==> config.mk <==
export PLATFORM = sky130hd
export DESIGN_NAME = axi4_lite_regbank_slave
export DESIGN_NICKNAME = d
export VERILOG_FILES = /design/src/rtl/axi4_lite_pkg.sv /design/src/rtl/axi4_lite_ctrl_status.sv /design/src/rtl/axi4_lite_regbank_slave.sv
export SDC_FILE = /design/constraint.sdc
export NUM_CORES = 2
export LEC_CHECK = 0
export CAP_MARGIN = 10
export CORE_AREA = 2 2 406 408
export CTS_CLUSTER_DIAMETER = 40
export DETAILED_ROUTE_END_ITERATION = 10
export DIE_AREA = 0 0 408 410
export HOLD_SLACK_MARGIN = 0.08
export SYNTH_ARGS = -nofsm -noshare
export SYNTH_HDL_FRONTEND = slang
export SYNTH_SLANG_ARGS = --single-unit
export TNS_END_PERCENT = 100
==> constraint.sdc <==
create_clock -name ACLK -period 5 [get_ports ACLK]
set_clock_uncertainty 0.1 [all_clocks]
set_input_delay 1.5 -clock ACLK [delete_from_list [all_inputs] [get_ports ACLK]]
set_output_delay 1.5 -clock ACLK [all_outputs]
set_load 0.05 [all_outputs]
==> src/rtl/axi4_lite_pkg.sv <==
// Shared response codes and CTRL/STATUS bit positions for the AXI4-Lite register bank.
package axi4_lite_pkg;

    localparam logic [1:0] RESP_OKAY   = 2'b00;
    localparam logic [1:0] RESP_SLVERR = 2'b10;

    localparam int unsigned CTRL_START_BIT    = 0;
    localparam int unsigned CTRL_DONE_CLR_BIT = 1;

    localparam int unsigned STAT_BUSY_BIT = 0;
    localparam int unsigned STAT_DONE_BIT = 1;

endpackage

==> src/rtl/axi4_lite_ctrl_status.sv <==
// Start/busy/done sequencing for the accelerator core behind the register bank.
module axi4_lite_ctrl_status (
    input  logic clk_i,
    input  logic rst_i,
    input  logic start_req_i,
    input  logic done_clr_i,
    input  logic done_i,
    output logic busy_o,
    output logic done_o,
    output logic start_o
);

    logic busy_q, busy_d;
    logic done_q, done_d;
    logic start_q, start_d;

    always_comb begin
        busy_d  = busy_q;
        done_d  = done_q;
        start_d = 1'b0;
        if (start_req_i && !busy_q) begin
            busy_d  = 1'b1;
            start_d = 1'b1;
        end
        if (done_clr_i) begin
            done_d = 1'b0;
        end
        // Completion is applied last so it beats a same-cycle clear.
        if (done_i && busy_q) begin
            busy_d = 1'b0;
            done_d = 1'b1;
        end
    end

    always_ff @(posedge clk_i) begin
        if (rst_i) begin
            busy_q  <= 1'b0;
            done_q  <= 1'b0;
            start_q <= 1'b0;
        end else begin
            busy_q  <= busy_d;
            done_q  <= done_d;
            start_q <= start_d;
        end
    end

    assign busy_o  = busy_q;
    assign done_o  = done_q;
    assign start_o = start_q;

endmodule

==> src/rtl/axi4_lite_regbank_slave.sv <==
// AXI4-Lite slave: RW config registers, a CTRL/STATUS word and RO status words from the core.
module axi4_lite_regbank_slave
    import axi4_lite_pkg::*;
#(
    parameter int unsigned ADDR_WIDTH = 32,
    parameter int unsigned DATA_WIDTH = 32,
    parameter int unsigned N_RW       = 26,
    parameter int unsigned N_RO       = 2
) (
    input  logic                       ACLK,
    input  logic                       ARESET,
    input  logic [ADDR_WIDTH-1:0]      S_AWADDR,
    input  logic                       S_AWVALID,
    output logic                       S_AWREADY,
    input  logic [DATA_WIDTH-1:0]      S_WDATA,
    input  logic [3:0]                 S_WSTRB,
    input  logic                       S_WVALID,
    output logic                       S_WREADY,
    output logic [1:0]                 S_BRESP,
    output logic                       S_BVALID,
    input  logic                       S_BREADY,
    input  logic [ADDR_WIDTH-1:0]      S_ARADDR,
    input  logic                       S_ARVALID,
    output logic                       S_ARREADY,
    output logic [DATA_WIDTH-1:0]      S_RDATA,
    output logic [1:0]                 S_RRESP,
    output logic                       S_RVALID,
    input  logic                       S_RREADY,
    output logic [N_RW*DATA_WIDTH-1:0] rw_regs_o,
    output logic                       start_o,
    input  logic                       done_i,
    input  logic [N_RO*DATA_WIDTH-1:0] ro_regs_i
);

    localparam int unsigned IDX_W = ADDR_WIDTH - 2;
    localparam logic [IDX_W-1:0] CTRL_IDX = IDX_W'(N_RW);
    localparam logic [IDX_W-1:0] RO_LAST  = IDX_W'(N_RW + N_RO);

    logic                  aw_held_q, aw_held_d;
    logic [IDX_W-1:0]      aw_idx_q, aw_idx_d;
    logic                  w_held_q, w_held_d;
    logic [DATA_WIDTH-1:0] w_data_q, w_data_d;
    logic [3:0]            w_strb_q, w_strb_d;
    logic                  bvalid_q, bvalid_d;
    logic [1:0]            bresp_q, bresp_d;
    logic                  rvalid_q, rvalid_d;
    logic [DATA_WIDTH-1:0] rdata_q, rdata_d;
    logic [1:0]            rresp_q, rresp_d;
    logic [DATA_WIDTH-1:0] regs_q [N_RW];
    logic [DATA_WIDTH-1:0] regs_d [N_RW];

    logic             commit;
    logic             start_req, done_clr;
    logic             busy, done;
    logic [IDX_W-1:0] ar_idx;
    logic             unused_addr_lsbs;

    assign unused_addr_lsbs = ^{S_AWADDR[1:0], S_ARADDR[1:0]};

    assign S_AWREADY = !aw_held_q && !bvalid_q;
    assign S_WREADY  = !w_held_q && !bvalid_q;
    assign S_ARREADY = !rvalid_q;
    assign commit    = aw_held_q && w_held_q;
    assign ar_idx    = S_ARADDR[ADDR_WIDTH-1:2];

    always_comb begin
        aw_held_d = aw_held_q;
        aw_idx_d  = aw_idx_q;
        w_held_d  = w_held_q;
        w_data_d  = w_data_q;
        w_strb_d  = w_strb_q;
        bvalid_d  = bvalid_q;
        bresp_d   = bresp_q;
        regs_d    = regs_q;
        start_req = 1'b0;
        done_clr  = 1'b0;
        if (S_AWVALID && S_AWREADY) begin
            aw_held_d = 1'b1;
            aw_idx_d  = S_AWADDR[ADDR_WIDTH-1:2];
        end
        if (S_WVALID && S_WREADY) begin
            w_held_d = 1'b1;
            w_data_d = S_WDATA;
            w_strb_d = S_WSTRB;
        end
        if (bvalid_q && S_BREADY) begin
            bvalid_d = 1'b0;
        end
        if (commit) begin
            aw_held_d = 1'b0;
            w_held_d  = 1'b0;
            bvalid_d  = 1'b1;
            bresp_d   = RESP_OKAY;
            if (aw_idx_q < CTRL_IDX) begin
                for (int unsigned i = 0; i < N_RW; i++) begin
                    for (int unsigned b = 0; b < 4; b++) begin
                        if (aw_idx_q == IDX_W'(i) && w_strb_q[b]) begin
                            regs_d[i][8*b +: 8] = w_data_q[8*b +: 8];
                        end
                    end
                end
            end else if (aw_idx_q == CTRL_IDX) begin
                if (w_strb_q[0]) begin
                    start_req = w_data_q[CTRL_START_BIT];
                    done_clr  = w_data_q[CTRL_DONE_CLR_BIT];
                end
            end else begin
                bresp_d = RESP_SLVERR;
            end
        end
    end

    always_comb begin
        rvalid_d = rvalid_q;
        rdata_d  = rdata_q;
        rresp_d  = rresp_q;
        if (rvalid_q && S_RREADY) begin
            rvalid_d = 1'b0;
        end
        if (S_ARVALID && S_ARREADY) begin
            rvalid_d = 1'b1;
            rdata_d  = '0;
            rresp_d  = RESP_OKAY;
            if (ar_idx < CTRL_IDX) begin
                for (int unsigned i = 0; i < N_RW; i++) begin
                    if (ar_idx == IDX_W'(i)) begin
                        rdata_d = regs_q[i];
                    end
                end
            end else if (ar_idx == CTRL_IDX) begin
                rdata_d[STAT_BUSY_BIT] = busy;
                rdata_d[STAT_DONE_BIT] = done;
            end else if (ar_idx <= RO_LAST) begin
                // First RO word sits in the top slice of ro_regs_i.
                for (int unsigned j = 0; j < N_RO; j++) begin
                    if (ar_idx == IDX_W'(N_RW + 1 + j)) begin
                        rdata_d = ro_regs_i[(N_RO-j)*DATA_WIDTH-1 -: DATA_WIDTH];
                    end
                end
            end else begin
                rresp_d = RESP_SLVERR;
            end
        end
    end

    always_ff @(posedge ACLK) begin
        if (ARESET) begin
            aw_held_q <= 1'b0;
            aw_idx_q  <= '0;
            w_held_q  <= 1'b0;
            w_data_q  <= '0;
            w_strb_q  <= '0;
            bvalid_q  <= 1'b0;
            bresp_q   <= RESP_OKAY;
            rvalid_q  <= 1'b0;
            rdata_q   <= '0;
            rresp_q   <= RESP_OKAY;
            for (int unsigned i = 0; i < N_RW; i++) begin
                regs_q[i] <= '0;
            end
        end else begin
            aw_held_q <= aw_held_d;
            aw_idx_q  <= aw_idx_d;
            w_held_q  <= w_held_d;
            w_data_q  <= w_data_d;
            w_strb_q  <= w_strb_d;
            bvalid_q  <= bvalid_d;
            bresp_q   <= bresp_d;
            rvalid_q  <= rvalid_d;
            rdata_q   <= rdata_d;
            rresp_q   <= rresp_d;
            regs_q    <= regs_d;
        end
    end

    assign S_BVALID = bvalid_q;
    assign S_BRESP  = bresp_q;
    assign S_RVALID = rvalid_q;
    assign S_RDATA  = rdata_q;
    assign S_RRESP  = rresp_q;

    for (genvar g = 0; g < N_RW; g++) begin : g_rw_out
        assign rw_regs_o[(N_RW-g)*DATA_WIDTH-1 -: DATA_WIDTH] = regs_q[g];
    end

    axi4_lite_ctrl_status u_ctrl_status (
        .clk_i       (ACLK),
        .rst_i       (ARESET),
        .start_req_i (start_req),
        .done_clr_i  (done_clr),
        .done_i      (done_i),
        .busy_o      (busy),
        .done_o      (done),
        .start_o     (start_o)
    );

endmodule

==> impl_metrics.xml <==
<?xml version="1.0" encoding="UTF-8"?>
<metrics>
  <group name="finish">
    <metric name="layout-drive-gt1-share" unit="">0.161</metric>
    <metric name="layout.core_utilization" unit="">0.401</metric>
    <metric name="area_growth_syn_to_layout" unit="%">55.2</metric>
    <metric name="filler_cell_count" unit="">16586</metric>
    <metric name="design.final.nets" unit="">6954</metric>
    <metric name="layout_common_cells" unit="">sky130_fd_sc_hd__nand2_1 (1047), sky130_fd_sc_hd__clkdlybuf4s50_1 (1036), sky130_fd_sc_hd__dfxtp_1 (909)</metric>
    <metric name="layout.cells.most_common" unit="">sky130_fd_sc_hd__nand2_1</metric>
    <metric name="postLayoutCellArea" unit="sq um">65600</metric>
  </group>
  <group name="yosys">
    <metric name="ys_seq_area_frac" unit="">0.445</metric>
    <metric name="ys_seq_elements" unit="">939</metric>
    <metric name="syn-cell-area" unit="sq um">42300</metric>
    <metric name="yosys.area_share.adder" unit="">0</metric>
    <metric name="largest_family_of_logic_cells_by_synthesized_area" unit="">simple AND/OR/NAND/NOR gates</metric>
    <metric name="synth_flop_cell" unit="">sky130_fd_sc_hd__dfxtp_1</metric>
    <metric name="syn_avg_cell_area" unit="sq um">7.76</metric>
    <metric name="synth-xor-area-share" unit="">0</metric>
    <metric name="simple_gate_area_share_of_the_yosys_netlist" unit="">0.257</metric>
    <metric name="synth_cells" unit="">5442</metric>
    <metric name="count_of_flip_flops_with_a_built_in_enable_after_synthesis" unit="">0</metric>
    <metric name="muxShareOfSynthArea" unit="">0.0527</metric>
    <metric name="complex_gate_fraction_of_the_synthesized_area" unit="">0.194</metric>
    <metric name="synth-warning-count" unit="">0</metric>
    <metric name="postSynth.asyncResetShare" unit="">0</metric>
    <metric name="synth_cell_types" unit="">84</metric>
  </group>
  <group name="critical_path">
    <metric name="path_max_fanout" unit="">7</metric>
    <metric name="cp_cell_sequence" unit="">clkdlybuf4s50_1 &gt; buf_4 &gt; nor4_4 &gt; buf_12 &gt; nand4_4 &gt; nor4_2 &gt; buf_4 &gt; buf_4 &gt; a2111oi_0 &gt; buf_4 &gt; o21ai_1 &gt; buf_4 &gt; a311oi_2 &gt; o31ai_2 &gt; buf_4 &gt; a21o_1</metric>
    <metric name="end_kind" unit="">flip-flop</metric>
    <metric name="crit_path_max_incr_delay" unit="ns">0.70</metric>
    <metric name="critical_path.startpoint_type" unit="">primary input</metric>
    <metric name="criticalPathCategory" unit="">primary input to flip-flop</metric>
    <metric name="critical-path-slowest-cell" unit="">sky130_fd_sc_hd__nor4_4</metric>
    <metric name="cp_num_buf_inv" unit="">8</metric>
    <metric name="critPathMostFrequentCell" unit="">sky130_fd_sc_hd__buf_4</metric>
    <metric name="cpLargestDelayFamily" unit="">buffers and inverters</metric>
    <metric name="cp.required" unit="ns">5.67</metric>
    <metric name="cp_data_arrival_time" unit="ns">5.53</metric>
  </group>
  <group name="clock_network">
    <metric name="ctsHtreeMaxLevel" unit="">4</metric>
    <metric name="clkTransAtPathRegs" unit="ns">0.05</metric>
    <metric name="cts_buffer_depth" unit="">3</metric>
    <metric name="tritoncts" unit="">done</metric>
    <metric name="clock_tree.root_cell" unit="">sky130_fd_sc_hd__clkbuf_16</metric>
    <metric name="clk_latency" unit="ns">0.85</metric>
    <metric name="cts-buffers-inserted" unit="">175</metric>
    <metric name="cts.sink_count" unit="">939</metric>
  </group>
  <group name="placement">
    <metric name="placement.cell_area" unit="sq um">59100</metric>
    <metric name="placer_congestion_estimate" unit="">1.04</metric>
    <metric name="port_buffers" unit="">1039</metric>
    <metric name="place_hpwl" unit="microns">253000</metric>
  </group>
  <group name="route">
    <metric name="drt-initial-drc-count" unit="">7877</metric>
    <metric name="drt_pass1_iterations" unit="">6</metric>
    <metric name="routed_via_density" unit="">5.84</metric>
    <metric name="post_detailed_route_count_of_antenna_violating_nets" unit="">0</metric>
    <metric name="detail_route.wirelength" unit="microns">329000</metric>
    <metric name="detail_route.drc_violations" unit="">0</metric>
    <metric name="vias" unit="">53355</metric>
    <metric name="wl_cell" unit="microns">36.1</metric>
  </group>
  <group name="floorplan">
    <metric name="die_w" unit="microns">408</metric>
    <metric name="io_pins" unit="">1046</metric>
    <metric name="fp.coreArea" unit="sq um">163000</metric>
    <metric name="die_h" unit="microns">410</metric>
    <metric name="floorplan.initialDensity" unit="">0.258</metric>
    <metric name="fp.dieArea" unit="sq um">167000</metric>
    <metric name="floorplan.rows" unit="">149</metric>
  </group>
  <group name="outcome">
    <metric name="status" unit="">finished, final reports clean</metric>
  </group>
  <group name="power_and_ir_drop">
    <metric name="clockPowerShare" unit="">0.588</metric>
    <metric name="switching_share" unit="">0.266</metric>
    <metric name="pwr-share-comb" unit="">0.062</metric>
    <metric name="internal_power" unit="mW">16.0</metric>
    <metric name="power.share.sequential" unit="">0.350</metric>
    <metric name="worst_ir_drop_vdd" unit="mV">0.332</metric>
    <metric name="p_leak" unit="nW">23.4</metric>
    <metric name="totalPowerFinal" unit="mW">21.9</metric>
    <metric name="cellPowerDensity" unit="nW/um^2">334</metric>
    <metric name="power.switching" unit="mW">5.83</metric>
  </group>
  <group name="global_route">
    <metric name="antenna_found_initial" unit="">25</metric>
    <metric name="grt_max_degree" unit="">200</metric>
    <metric name="grt_overflow_total" unit="">0</metric>
    <metric name="groute.usage.overall" unit="">0.375</metric>
    <metric name="grt_first_pass_wirelength" unit="microns">434000</metric>
    <metric name="first_global_vias" unit="">48882</metric>
  </group>
  <group name="hold_path">
    <metric name="timing.hold.worst.class" unit="">flip-flop to flip-flop</metric>
  </group>
  <group name="sta">
    <metric name="rsz_0062_raised_after_global_routing" unit="">yes</metric>
    <metric name="hold_viol_final" unit="">0</metric>
    <metric name="final.hold.worst_slack" unit="ns">0.351</metric>
    <metric name="fmax" unit="MHz">206</metric>
    <metric name="timing.final.crit_share" unit="">0.972</metric>
    <metric name="timing.final.max_slew_violations" unit="">0</metric>
    <metric name="timing.final.setup_violations" unit="">0</metric>
    <metric name="slew_headroom" unit="">0.135</metric>
    <metric name="min_period" unit="ns">4.86</metric>
    <metric name="tightestPinTransition" unit="ns">1.30</metric>
    <metric name="total_negative_slack_for_setup_checks" unit="ns">0</metric>
  </group>
  <group name="flow_run">
    <metric name="timing.max_cap.violations" unit="">0</metric>
  </group>
</metrics>
==> per-layer routing <==
metal / wire, microns / global-route usage / vias up
met5: 105 / 0 / -
met1: 121000 / 0.443 / 26178
met4: 27100 / 0.259 / 16
li1: - / - / 22224
met3: 43200 / 0.149 / 922
met2: 138000 / 0.556 / 4015
==> stage by stage <==
stage	setup slack [ns]	cells
after global placement	-1.11	8792
after floorplan	0.977	5443
after global routing	-0.0139	9123
after CTS	0.00913	9122
final	0.141	9129
after detailed placement	-1.12	8794
==> cells by family after synthesis <==
logic type	after synthesis
compound gates	1347
buf+inv	543
mux	207
simple gates	2405
other cells	1
flops	939
==> path summary, 6_finish.rpt <==
kind                    endpoint  cells past startpoint  slack, ns          from
setup / recovery      S_RDATA[7]                     16       0.14  S_ARADDR[11]
hold / removal      aw_idx_q[14]                      2       0.35  aw_idx_q[14]
setup reg to reg  rw_regs_o[453]                      9       0.85   aw_idx_q[8]
hold reg to reg     aw_idx_q[14]                      2       0.35  aw_idx_q[14]
==> flip-flops by register name, summed over array words and instances, names as in the netlist <==
signal	count
rw_regs_o	832
S_RDATA	32
w_data_q	32
aw_idx_q	30
w_strb_q	4
S_BRESP	1
S_BVALID	1
S_RRESP	1
S_RVALID	1
aw_held_q	1
u_ctrl_status.busy_o	1
u_ctrl_status.done_o	1
u_ctrl_status.start_o	1
w_held_q	1
==> synthesized netlist by cell type (46+ instances only) <==
master,number,area share
sky130_fd_sc_hd__o21ai_0,74,0.0088
sky130_fd_sc_hd__buf_2,58,0.0069
sky130_fd_sc_hd__o22ai_1,50,0.0074
sky130_fd_sc_hd__a221oi_1,55,0.011
sky130_fd_sc_hd__o221ai_1,46,0.0095
sky130_fd_sc_hd__dfxtp_1,939,0.44
sky130_fd_sc_hd__a21oi_1,823,0.097
sky130_fd_sc_hd__mux2i_1,172,0.041
sky130_fd_sc_hd__nor2_1,316,0.028
sky130_fd_sc_hd__buf_1,53,0.0047
sky130_fd_sc_hd__nand3_1,775,0.092
sky130_fd_sc_hd__clkbuf_1,408,0.036
sky130_fd_sc_hd__nand2_1,1049,0.093
sky130_fd_sc_hd__nor3_1,52,0.0062
==> power by group through the flow <==
stage | logic (mW) | clock network [mW] | registers [mW]
CTS | 1.31 | 12.9 | 7.64
floorplan | 0.523 | 0 | 7.79
global placement | 1.30 | 0 | 7.79
detailed placement | 1.31 | 0 | 7.79
finish | 1.36 | 12.9 | 7.64
global route | 1.36 | 13.3 | 7.64
==> worst min-delay path, cell delays in order, from the launching register on <==
cell	delay (ns)
sky130_fd_sc_hd__dfxtp_1	0.30
sky130_fd_sc_hd__nand2_1	0.05
sky130_fd_sc_hd__a21oi_1	0.05
==> repair_timing <==
| action | CTS | global route |
|---|---|---|
| setup endpoints to repair | 8 | 8 |
| buffers inserted | 0 | 0 |
| pin swaps | 1 | 3 |
| gates resized for setup | 2 | 22 |
| hold buffers | 0 | 0 |
==> layout make-up <==
type	instances	area, sq um	share of cell area
well taps	2189	2740	0.0418
repair buffers	1686	15900	0.243
diodes	7	17.5	0.000267
clock buffers	215	4810	0.0734
clock inverters	113	1570	0.0240
flip-flops and latches	939	18800	0.287
multi-input cells	3961	21600	0.329
inverters	19	71.3	0.00109
Note: power is estimated with default switching activity, not from simulation.
